===== config.mk =====
export PLATFORM = sky130hd
export DESIGN_NAME = decoder_3to8
export DESIGN_NICKNAME = d
export VERILOG_FILES = /design/src/rtl/decoder_3to8.sv
export SDC_FILE = /design/constraint.sdc
export NUM_CORES = 1
export LEC_CHECK = 0
export ABC_AREA = 1
export BUFFER_PORTS_ARGS = -buffer_cell sky130_fd_sc_hd__buf_2
export CAP_MARGIN = 30
export CORE_AREA = 2 2 39 41
export DETAILED_ROUTE_END_ITERATION = 10
export DIE_AREA = 0 0 41 43
export SYNTH_ARGS = -nofsm -noshare
export SYNTH_HDL_FRONTEND = slang
export SYNTH_SLANG_ARGS = --single-unit

===== constraint.sdc =====
create_clock -name clk -period 0.8 [get_ports clk]
set_input_delay 0.12 -clock clk [delete_from_list [all_inputs] [get_ports clk]]
set_output_delay 0.12 -clock clk [all_outputs]
set_load 0.05 [all_outputs]

===== src/rtl/decoder_3to8.sv =====
`default_nettype none
// ============================================================================
//  Module      : decoder_3to8
//  Description : Registered 3-to-8 line decoder. The select index {a,b,c}
//                (a = MSB) picks one of eight output lines. That line goes
//                active one clock after it is sampled, and the other seven go
//                inactive. All outputs come straight from flops, so they are
//                glitch-free.
//
//  Parameters  : OUT_ACTIVE_LOW - 0: active level 1; 1: every y line inverted
//                USE_ENABLE     - 1: en gates decoding; 0: en ignored (as 1)
//
//  Ports       : clk    in   rising-edge clock
//                rst    in   synchronous, active-high reset
//                a,b,c  in   select index (a = bit 2, c = bit 0)
//                en     in   decode enable, active-high
//                y0..y7 out  decoded lines, yN active when {a,b,c} == N
//                valid  out  registered outputs hold an enabled decode
//                            (never inverted)
//
//  Revision    : 1.0 - initial release
// ============================================================================
module decoder_3to8 #(
   parameter int unsigned OUT_ACTIVE_LOW = 0,
   parameter int unsigned USE_ENABLE     = 1
) (
   input  logic clk,
   input  logic rst,
   input  logic a,
   input  logic b,
   input  logic c,
   input  logic en,
   output logic y0,
   output logic y1,
   output logic y2,
   output logic y3,
   output logic y4,
   output logic y5,
   output logic y6,
   output logic y7,
   output logic valid
);

   // XOR mask that converts the active-high one-hot into the output level.
   // The same mask also serves as the all-inactive pattern.
   localparam logic [7:0] c_POL_MASK = (OUT_ACTIVE_LOW != 0) ? 8'hFF : 8'h00;
   localparam logic       c_USE_EN   = (USE_ENABLE != 0);

   logic [2:0] w_idx;
   logic       w_en;
   logic [7:0] w_onehot;

   logic [7:0] r_y;
   logic       r_valid;

   assign w_idx = {a, b, c};
   assign w_en  = c_USE_EN ? en : 1'b1;

   // Explicit case with an all-zero default. A non-2-state index then
   // drives every line inactive instead of raising more than one line,
   // which keeps the one-hot invariant intact.
   always_comb begin
      w_onehot = 8'h00;
      if (w_en) begin
         case (w_idx)
            3'd0:    w_onehot = 8'b0000_0001;
            3'd1:    w_onehot = 8'b0000_0010;
            3'd2:    w_onehot = 8'b0000_0100;
            3'd3:    w_onehot = 8'b0000_1000;
            3'd4:    w_onehot = 8'b0001_0000;
            3'd5:    w_onehot = 8'b0010_0000;
            3'd6:    w_onehot = 8'b0100_0000;
            3'd7:    w_onehot = 8'b1000_0000;
            default: w_onehot = 8'h00;
         endcase
      end
   end

   // The registers hold the final output level, so polarity is applied
   // before the flop and the pins see no logic after it.
   always_ff @(posedge clk) begin
      if (rst) begin
         r_y     <= c_POL_MASK;
         r_valid <= 1'b0;
      end else begin
         r_y     <= w_onehot ^ c_POL_MASK;
         r_valid <= w_en;
      end
   end

   assign y0    = r_y[0];
   assign y1    = r_y[1];
   assign y2    = r_y[2];
   assign y3    = r_y[3];
   assign y4    = r_y[4];
   assign y5    = r_y[5];
   assign y6    = r_y[6];
   assign y7    = r_y[7];
   assign valid = r_valid;

endmodule
`default_nettype wire


==> impl_metrics.env <==
export IMPL_synth_area_top_cells="dfxtp_1 70%, nor2_1 13%, inv_1 7.3%"
export IMPL_routabilityCongestion=0.734
export IMPL_cp_start_kind="register"
export IMPL_syn_area_um2=258
export IMPL_fp_dieH_um=43
export IMPL_hold_path_depth=2
export IMPL_hold_viol=0
export IMPL_slowest_delay_ps=330
export IMPL_p_leak_uw=0.000226
export IMPL_maxCapViolCount=0
export IMPL_place_inst=59
export IMPL_setup_tns_ps=-333
export IMPL_grt_max_degree=6
export IMPL_track_usage_pct=7.65
export IMPL_slowest_stage="dfxtp_2"
export IMPL_pwr_share_clk_pct=37.2
export IMPL_cts_buffers=3
export IMPL_cts_setup_buffers=0
export IMPL_internal_power_uw=690
export IMPL_cts_root_buf="clkbuf_4"
export IMPL_cts_sinks=9
export IMPL_cp_cell_sequence="buf_8"
export IMPL_htreeDepth=1
export IMPL_synth_seq_area_share_pct=69.9
export IMPL_period_minus_slack_ps=844
export IMPL_cts_tree="done"
export IMPL_synth_top_area_share_pct=69.9
export IMPL_holdCritPathClass="in -> reg"
export IMPL_syn_area_per_cell_um2=8.89
export IMPL_async_reset_ff_share_pct=0
export IMPL_ant_nets=0
export IMPL_fin_cells=63
export IMPL_clockBufferDepth=2
export IMPL_drt_pass1_iterations=3
export IMPL_drt_iter0_drc=9
export IMPL_finalCritPeriodShare_pct=106
export IMPL_timing_fmax_mhz=1180
export IMPL_syn_nets=35
export IMPL_vias_per_cell=3.70
export IMPL_place_ws_ps=131
export IMPL_ys_types=5
export IMPL_grt_pass1_wl_um=772
export IMPL_grt_setup_unrepaired="true"
export IMPL_fin_util_pct=34.1
export IMPL_start_util_pct=18.6
export IMPL_numPortBuffers=14
export IMPL_n_antenna_cell=0
export IMPL_worstMarginPinSlew_ps=170
export IMPL_antenna_found_initial=0
export IMPL_cp_top_family="flip-flops"
export IMPL_synth_edf_count=0
export IMPL_io_pins=15
export IMPL_critPathKind="reg -> out"
export IMPL_clkSlewWorstSetupHoldPaths_ps=60
export IMPL_drive_above_1_share_pct=55.3
export IMPL_p_sw_share_pct=23.1
export IMPL_syn_to_final_growth_pct=83.0
export IMPL_violations="setup timing"
export IMPL_setup_viol=9
export IMPL_crit_buf_inv=1
export IMPL_fin_nets=54
export IMPL_dp_hpwl_um=384
export IMPL_min_to="valid"
export IMPL_synth_common_cells="9 x dfxtp_1, 9 x nor2_1, 5 x inv_1"
export IMPL_timing_critical_path_arrival_ps=720
export IMPL_cp_end_kind="output pin"
export IMPL_grt_pass1_vias=205
export IMPL_drc_errors=0
export IMPL_powerDensity_mw_per_mm2=1900
export IMPL_rows=14
export IMPL_die_area_mm2=0.00176
export IMPL_routed_wl_um=473
export IMPL_ys_ff_latch=9
export IMPL_cp_max_fo=1
export IMPL_wl_per_cell_um=7.51
export IMPL_drv_slew=0
export IMPL_grt_ovfl_total=0
export IMPL_die_w_um=41
export IMPL_fin_ws_ps=-44.3
export IMPL_vdd_drop_max_mv=0.453
export IMPL_hold_buffers=0
export IMPL_yosysWarnings=0
export IMPL_ys_flop_type="dfxtp_1"
export IMPL_yosys_area_top_type="dfxtp_1"
export IMPL_seqPwrFrac_pct=51.8
export IMPL_maxSlewHeadroom_pct=88.7
export IMPL_core_mm2=0.00138
export IMPL_vias=233
export IMPL_power_switching_uw=208
export IMPL_hp_start="rst"
export IMPL_syn_inst=29
export IMPL_fin_total_pwr_uw=898
export IMPL_cp_required_ps=680
export IMPL_status="finished with violations"
export IMPL_combPwrFrac_pct=11.1
==> logic make-up (layout without fill, tap and decap cells) <==
kind of cell	after synthesis	in the layout	synth area share [%]
buffers and inverters	5	23	7.28
DFF	9	9	69.9
and+or+nand+nor	15	15	22.8
==> power groups by stage <==
| stage | clock (µW) | sequential, µW | combinational, µW |
|---|---|---|---|
| after floorplan | 0 | 503 | 19.9 |
| after global placement | 0 | 469 | 82.0 |
| after detailed placement | 0 | 469 | 82.6 |
| after CTS | 353 | 464 | 95.4 |
| after global routing | 382 | 465 | 108 |
| final | 334 | 465 | 99.4 |
==> how the worst max path moves through the flow <==
stage          startpoint    end  cells past startpoint
2_1_floorplan       valid  valid                      0
3_3_place_gp        valid  valid                      1
3_5_place_dp       r_y[6]     y6                      1
4_1_cts            r_y[6]     y6                      1
5_1_grt            r_y[6]     y6                      1
6_report           r_y[6]     y6                      1
==> layer usage <==
metal  routed length [µm]  vias up  track usage (%)  part of all wire (%)
li1                     -      120                -                     -
met1                  192      101             7.79                    41
met2                  227       12             8.75                    48
met3                   52        0             6.28                    11
met4                    0        0             8.00                     0
met5                    0        -                0                     0
==> final cells by class <==
type,count,area [µm²]
fill,146,912
sequential,9,191
timing repair buffer,14,156
multi-input combinational,15,58.8
clock buffer,4,26.3
tap,16,20.0
inverter,5,18.8
==> sequential cells by signal, summed over array words and instances, names as in the netlist <==
| signal | flops |
|---|---|
| r_y | 8 |
| valid | 1 |
==> per-stage QoR <==
| stage | hold slack, ps | area [µm²] |
|---|---|---|
| after global routing | 21.6 | 472 |
| after CTS | 18.4 | 449 |
| after floorplan | 191 | 258 |
| final | 27.9 | 472 |
| after detailed placement | 298 | 348 |
| after global placement | 293 | 348 |
==> layout by cell type (no fill, tap or decap) <==
master,netlist,layout
dfxtp_2,0,9
clkbuf_4,0,3
nor2_1,9,9
buf_6,0,1
buf_8,0,8
inv_1,5,5
nand3_1,2,2
nand2_1,4,4
buf_2,0,5
clkbuf_1,0,1
==> timing repair <==
action / CTS / global route
gates cloned: 0 / 0
resized for setup: 29 / 6
setup endpoints to repair: 9 / 9
Note: power is estimated with default switching activity, not from simulation.
